[config.mk]
export PLATFORM = sky130hd
export DESIGN_NAME = traffic_phase_ctrl
export DESIGN_NICKNAME = d
export VERILOG_FILES = /design/src/rtl/traffic_phase_ctrl.sv
export SDC_FILE = /design/constraint.sdc
export NUM_CORES = 1
export LEC_CHECK = 0
export ABC_AREA = 0
export BUFFER_PORTS_ARGS = -buffer_cell sky130_fd_sc_hd__buf_2
export CAP_MARGIN = 15
export CORE_MARGIN = 1
export CORE_UTILIZATION = 55
export DETAILED_ROUTE_END_ITERATION = 6
export PLACE_DENSITY = 0.81
export SYNTH_ARGS = -nofsm -noshare
export SYNTH_HDL_FRONTEND = slang
export SYNTH_SLANG_ARGS = --single-unit
[constraint.sdc]
create_clock -name clk -period 3.7 [get_ports clk]
set_clock_uncertainty 0.1 [all_clocks]
set_input_delay 0.37 -clock clk [delete_from_list [all_inputs] [get_ports clk]]
set_output_delay 0.37 -clock clk [all_outputs]
set_load 0.01 [all_outputs]
[src/rtl/traffic_phase_ctrl.sv]
// Traffic light phase controller: RED -> GREEN -> YELLOW timed by a synchronised 1 Hz input,
// with a latched pedestrian request that cuts the remaining green time short.
module traffic_phase_ctrl #(
    parameter int GREEN_SEC     = 30,
    parameter int YELLOW_SEC    = 3,
    parameter int RED_SEC       = 20,
    parameter int MIN_GREEN_SEC = 5
) (
    input  logic       clk,
    input  logic       rst,
    input  logic       sec_in,
    input  logic       ped_req,
    output logic       red,
    output logic       yellow,
    output logic       green,
    output logic       walk,
    output logic [5:0] sec_left,
    output logic       ped_pending,
    output logic       sec_tick
);

    localparam logic [1:0] ST_RED    = 2'd0;
    localparam logic [1:0] ST_GREEN  = 2'd1;
    localparam logic [1:0] ST_YELLOW = 2'd2;

    localparam logic [5:0] L_GREEN  = 6'(GREEN_SEC);
    localparam logic [5:0] L_YELLOW = 6'(YELLOW_SEC);
    localparam logic [5:0] L_RED    = 6'(RED_SEC);
    localparam logic [5:0] L_MIN    = 6'(MIN_GREEN_SEC);

    logic       r_s1, r_s2, r_s3;
    logic [1:0] r_state;
    logic [5:0] r_sec_left;
    logic       r_ped;
    logic       r_red, r_yellow, r_green;

    logic       w_tick;
    logic       w_enter_red;
    logic [1:0] w_next_state;
    logic [5:0] w_next_left;

    // Edge detect works only on synchronised copies; sec_in never reaches logic directly.
    assign w_tick = r_s2 & ~r_s3;

    always_comb begin
        // NOTE: defaults first so every path assigns both signals and no latch is inferred.
        w_next_state = r_state;
        w_next_left  = r_sec_left;
        if (w_tick) begin
            if (r_sec_left == 6'd1) begin
                case (r_state)
                    ST_RED: begin
                        w_next_state = ST_GREEN;
                        w_next_left  = L_GREEN;
                    end
                    ST_GREEN: begin
                        w_next_state = ST_YELLOW;
                        w_next_left  = L_YELLOW;
                    end
                    default: begin
                        w_next_state = ST_RED;
                        w_next_left  = L_RED;
                    end
                endcase
            end else if (r_state == ST_GREEN && r_ped && r_sec_left > L_MIN) begin
                w_next_left = L_MIN;
            end else begin
                w_next_left = r_sec_left - 6'd1;
            end
        end
    end

    assign w_enter_red = (w_next_state == ST_RED) && (r_state != ST_RED);

    // Lamps decode the next state so they switch on the same edge as the state register.
    always_ff @(posedge clk) begin
        if (rst) begin
            r_s1       <= 1'b1;
            r_s2       <= 1'b1;
            r_s3       <= 1'b1;
            r_state    <= ST_RED;
            r_sec_left <= L_RED;
            r_ped      <= 1'b0;
            r_red      <= 1'b1;
            r_yellow   <= 1'b0;
            r_green    <= 1'b0;
        end else begin
            r_s1       <= sec_in;
            r_s2       <= r_s1;
            r_s3       <= r_s2;
            r_state    <= w_next_state;
            r_sec_left <= w_next_left;
            if (w_enter_red)
                r_ped <= 1'b0;
            else if (ped_req && r_state != ST_RED)
                r_ped <= 1'b1;
            r_red      <= (w_next_state == ST_RED);
            r_yellow   <= (w_next_state == ST_YELLOW);
            r_green    <= (w_next_state == ST_GREEN);
        end
    end

    assign red         = r_red;
    assign yellow      = r_yellow;
    assign green       = r_green;
    assign walk        = r_red;
    assign sec_left    = r_sec_left;
    assign ped_pending = r_ped;
    assign sec_tick    = w_tick;

endmodule

# Word-level counts from Yosys, hierarchy flattened

Index checks and enable logic that the tools add are counted.

Register bits after elaboration: 15
Output and inout bits: 12

Bitwise gates (word level): 2
Add/subtract/negate cells: 1
Reduce and logical (&&, ||, !) cells: 8
Equality and inequality tests: 4
Magnitude comparators: 1
Muxes and demuxes: 6

Operator list:

| kind                                                           | count |
|---|---|
| 2-to-1 mux 6 bit                                               | 2 |
| one-hot mux 5 bit (2 select lines)                             | 1 |
| == test 6 x 1 -> 1 bit (second input constant)                 | 1 |
| greater-than comparator 6 x 3 -> 1 bit (second input constant) | 1 |
| subtractor 6 x 1 -> 6 bit (second input constant)              | 1 |
| == test 2 x 1 -> 1 bit (second input constant)                 | 2 |
| logical AND 1 bit                                              | 4 |
| logical NOT 2 bit                                              | 2 |
| 2-to-1 mux 2 bit                                               | 2 |
| one-hot mux 2 bit (2 select lines)                             | 1 |
| == test 2 bit (second input constant)                          | 1 |
| nonzero test 2 bit                                             | 1 |
| OR reduction 2 bit                                             | 1 |
| bitwise AND 1 bit                                              | 1 |
| NOT 1 bit                                                      | 1 |

# Longest topological paths before layout

Depth after elaboration: 7
Mapped depth: 7

# Least setup slack after synthesis

No wires, ideal clock.

Kind: reg-to-reg
From: register r_sec_left[0], in the netlist sec_left[0]
To: register r_sec_left[1], in the netlist sec_left[1]
Required time: 3.480 ns
Slack: 1.932 ns
Period minus slack after synthesis: 1.768 ns
Setup time: 0.120 ns
Cell stages (with the launch flop): 7
Data arrival time: 1.548 ns
Cells stage by stage: dfxtp_1 -> inv_1 -> ha_1 -> or3b_1 -> a21oi_2 -> nor3_1 -> o31a_1

Longest elaborated chain between the ends: 4
Elaborated cells on any way between the ends: 6
Classes of those cells: add/sub: 1; order compare: 1; eq/ne: 1; mux: 2; reduce/logical: 1

RTL lines:

| item                                   | line | RTL |
|---|---|---|
| from (decl)                            | 33   | `logic [5:0] r_sec_left;` |
| from (signal assigned)                 | 92   | `r_sec_left <= w_next_left;` |
| greater-than comparator 6 x 3 -> 1 bit | 65   | `end else if (r_state == ST_GREEN && r_ped && r_sec_left > L_MIN) begin` |
| logical AND 1 bit                      | 65   |  |
| 2-to-1 mux 6 bit                       | 65   |  |
| 2-to-1 mux 6 bit (*)                   | 50   | `if (r_sec_left == 6'd1) begin` |

Every way passes the cells marked *; elsewhere a longest branch is shown, timed or not.
A chain may end at the register's enable or synchronous reset.

# Final worst setup path

From: register r_sec_left[1], in the netlist sec_left[1]
To: register r_sec_left[1], in the netlist sec_left[1]

The elaborated chain is that of the path after synthesis.

==> flow_results.org <==
** Pwr
- Net switching power :: 0.07619 mW
- Combinational fraction of design power :: 8.9%
- Part of the total power dissipated in the clock network :: 32.4%
- The design draws 0.2968 mW.
- Leakage power summed over all cells :: 0.3283 nW
- In this run switching power makes up 25.67% of total power.
- Per report_power, the sequential group accounts for 58.7% of the total.
- Maximum vdd drop :: 0.0002067 V
- Power spread over the standard cell area amounts to 361.1 nW/um2.
- Cell-internal power :: 0.2206 mW

** Floorplan
- Chip height :: 38.73 um
- The die covers 1500 um2.
- IO Pins :: 16
- The initial utilization of the core area, before any placement, comes to 62.55%.
- The total area inside the core boundary comes to 1186 um2.
- Row generation in the floorplan step produced 12 rows.
- Die width :: 38.73 um

** Synthesis
- Sequential fraction of the synthesis area :: 40.47%
- The number of nets in the synthesized netlist is 90.
- EDFF count, synth :: 0
- Number of unique standard cell types used by synthesis :: 36
- Top_reg_cell synth :: sky130_fd_sc_hd__dfxtp_1
- Yosys top cell by area :: sky130_fd_sc_hd__dfxtp_1
- Per-instance average area after synthesis :: 8.833 um2
- Of the total synthesized cell area, the portion taken by AND, OR, NAND and NOR gates is 29.68%.
- By area, the combinational part of the netlist is dominated by simple AND/OR/NAND/NOR gates.
- Of all flip-flops after synthesis, the portion carrying an async set or reset was 0%.
- Adder and majority gate portion of the synthesized area :: 3.373%
- Xor/xnor share of the synthesized area :: 1.180%
- Measured against the total synthesized area, the mux share comes to 2.698%.
- Number of instances in the synthesized netlist :: 84
- Compound-cell area share of the yosys netlist :: 15.01%
- By area the synthesized netlist is led by sky130_fd_sc_hd__dfxtp_1 40%, sky130_fd_sc_hd__nor3_1 4.0%, sky130_fd_sc_hd__a21oi_1 3.4%, sky130_fd_sc_hd__ha_1 3.4%, sky130_fd_sc_hd__buf_6 3.0%.
- Portion of synthesized cell area occupied by the leading cell type :: 40.47%
- Flops & latches, synth :: 15
- The Yosys step of the flow raised 0 warnings.
- The mapped netlist covers 742.0 um2.

** Clock network
- Counting the buffers created by CTS gives 3.
- After clock tree synthesis, the clock-pin slew on the worst setup and hold paths is 0.09 ns.
- The number of setup buffers added after CTS is 0.
- Count of cells resized by post-cts repair :: 0
- Total of hold buffers inserted after clock tree synthesis :: 0
- Clock tree synthesis found a total of 15 sinks.
- CTS built an H-tree with a depth of 1.
- Source-to-sink clock delay at the later pin of the worst-skew pair :: 0.28 ns
- Root cell of the clock tree :: sky130_fd_sc_hd__clkbuf_4
- In this run the deepest clock path goes through 2 buffers.
- TritonCTS built the clock tree.

** Worst hold path
- The tightest min-delay check is of the input port to flop type.

** STA
- Worst slew margin :: 67.24%
- Setup tns final :: 0 ns
- The number of max-slew violations in the final report was 0.
- Setup violations remaining at the end of the flow were counted as 0.
- Post-layout minimum cycle time :: 1.878 ns
- Upper clock frequency limit :: 532.4 MHz
- Fraction of the cycle the final worst path needs :: 50.76%
- In the post-route analysis, the smallest setup slack over all paths is 1.822 ns.
- Fin Hold WS :: 0.1622 ns
- The number of hold violations in the final report came to 0.
- For the pin with the worst max-slew slack, the measured transition is 0.4870 ns.
- Setup repair after global routing left no endpoint under its margin.

** Setup path
- Critical path launch point type :: flop
- Arr. time, crit path :: 1.96 ns
- Traced cell by cell, the critical path runs through inv_1 > ha_1 > or3b_1 > a21oi_2 > nor3_1 > o31a_1.
- Worst Setup Path Type :: flop to flop
- Broken down by cell family, the worst path's largest delay share belongs to simple AND/OR/NAND/NOR gates.
- Kind of end point of the critical path :: flop
- In this run the worst path has a maximum fanout of 5.
- Slowest stage delay, CP :: 0.39 ns
- Sum of buffers and inverters on the critical path :: 1
- Worst path required time :: 3.78 ns
- The largest individual stage delay along the critical path comes from the cell sky130_fd_sc_hd__or3b_1.

** Place
- OpenSTA, run right after detailed placement, puts the worst setup slack at 1.873 ns.
- Buffers placed on the I/O ports in this run total 15.
- Including well taps, the total number of placed cells is 108.
- The congestion estimate from routability-driven global placement came to 0.8087.
- In this run the cell area measured after placement is 795.8 um2.
- Summed over all nets, the half-perimeter wirelength after detailed placement is 1085 um.

** Cells and area
- Commonest cells after routing, fill and taps aside :: 15 x sky130_fd_sc_hd__dfxtp_1, 15 x sky130_fd_sc_hd__buf_2, 6 x sky130_fd_sc_hd__nor3_1, 6 x sky130_fd_sc_hd__nand2_1, 5 x sky130_fd_sc_hd__a21oi_1
- Post-Layout Inst Area :: 822.0 um2
- Area taken by flip-flops and latches :: 300.3 um2
- End-of-flow core utilization :: 69.30%
- In the final layout, the share of cells above drive strength 1 is 25.51%.
- Area of the multi-input gates :: 385.4 um2
- Number of inserted diodes :: 0
- Counting the fill cells in the layout gives 105.
- From synthesis to final layout, the design area changed by 10.79%.
- Final Net Count :: 105
- Layout Cells excl Fill :: 112

** Global routing
- The initial antenna violation count is 0.
- The first global-routing pass estimated 2649 um of wire.
- The number of global-route vias before repair came to 625.
- Across every metal layer, demand over resource in global routing totals 26.80%.
- Global routing finished with a remaining overflow of 0.
- Largest net degree at the start of global routing :: 14

** Route
- Detailed routing inserted a total of 677 vias.
- The first TritonRoute pass finished after 4 iterations.
- In the final routed layout, each cell accounts on average for 14.44 um.
- DRC :: 0
- The routed design has 1617 um of wire.
- Using the TritonRoute via totals, the vias-per-cell ratio works out to 6.045.
- For this block, the initial DRC count from the detailed router was 23.
- ANT nets after route :: 0

** Status
- Result of the run :: complete, no violations

** Run
- Max-cap violation count :: 0
[worst paths after layout]
kind / from / to / slack, ns / cells past startpoint
worst max register to register: sec_left[1] / sec_left[1] / 1.82 / 6
worst max-delay path: sec_left[1] / sec_left[1] / 1.82 / 6
worst min register to register: r_s1 / r_s2 / 0.32 / 1
worst min-delay path: sec_in / r_s1 / 0.16 / 2
[Yosys cell counts (all sizes together) (2+ instances only)]
cell type,number
a21oi,7
inv,4
mux2i,2
or4,3
and3,2
dfxtp,15
buf,4
o21ai,3
nor3,6
o21a,2
nor2,4
nand3,2
nand2b,3
or3b,2
ha,2
nor2b,2
or2,3
nand2,6
[flip-flops by register name, summed over array words and instances (netlist names)]
| signal | flops |
|---|---|
| sec_left | 6 |
| r_state | 2 |
| green | 1 |
| ped_pending | 1 |
| r_s1 | 1 |
| r_s2 | 1 |
| r_s3 | 1 |
| red | 1 |
| yellow | 1 |
[cell families (layout without fill, tap and decap cells)]
| logic type | after synthesis | after routing |
|---|---|---|
| AND/OR/NAND/NOR | 38 | 38 |
| XOR/XNOR | 1 | 1 |
| flip-flops | 15 | 15 |
| multiplexers | 2 | 2 |
| AO/OA/AOI/OAI | 17 | 17 |
| buffers and inverters | 9 | 23 |
| adder cells (fa/ha/maj) | 2 | 2 |
[final cells by class]
class                      instances  area share (%)
sequential                        15           36.53
inverter                           4           2.131
timing repair buffer              15           9.132
tap                               14           2.131
multi-input combinational         60           46.88
clock buffer                       4           3.196
[power groups by stage]
stage / Combinational (mW) / Sequential, mW / Clock (mW)
2_1_floorplan: 0.0159 / 0.178 / 0
3_3_place_gp: 0.0250 / 0.177 / 0
3_5_place_dp: 0.0259 / 0.178 / 0
4_1_cts: 0.0262 / 0.174 / 0.0976
5_1_grt: 0.0293 / 0.175 / 0.106
6_report: 0.0264 / 0.174 / 0.0962
[layer usage]
layer  wire (um)  global-route usage (%)  share of wire [%]  vias to the layer above
met1         703                   31.10                 43                      323
li1            -                       -                  -                      321
met2         812                   44.17                 50                       31
met4          10                   14.66               0.62                        0
met5           0                       0                  0                        -
met3          90                   6.936                5.6                        2
Note: power is estimated with default switching activity, not from simulation.
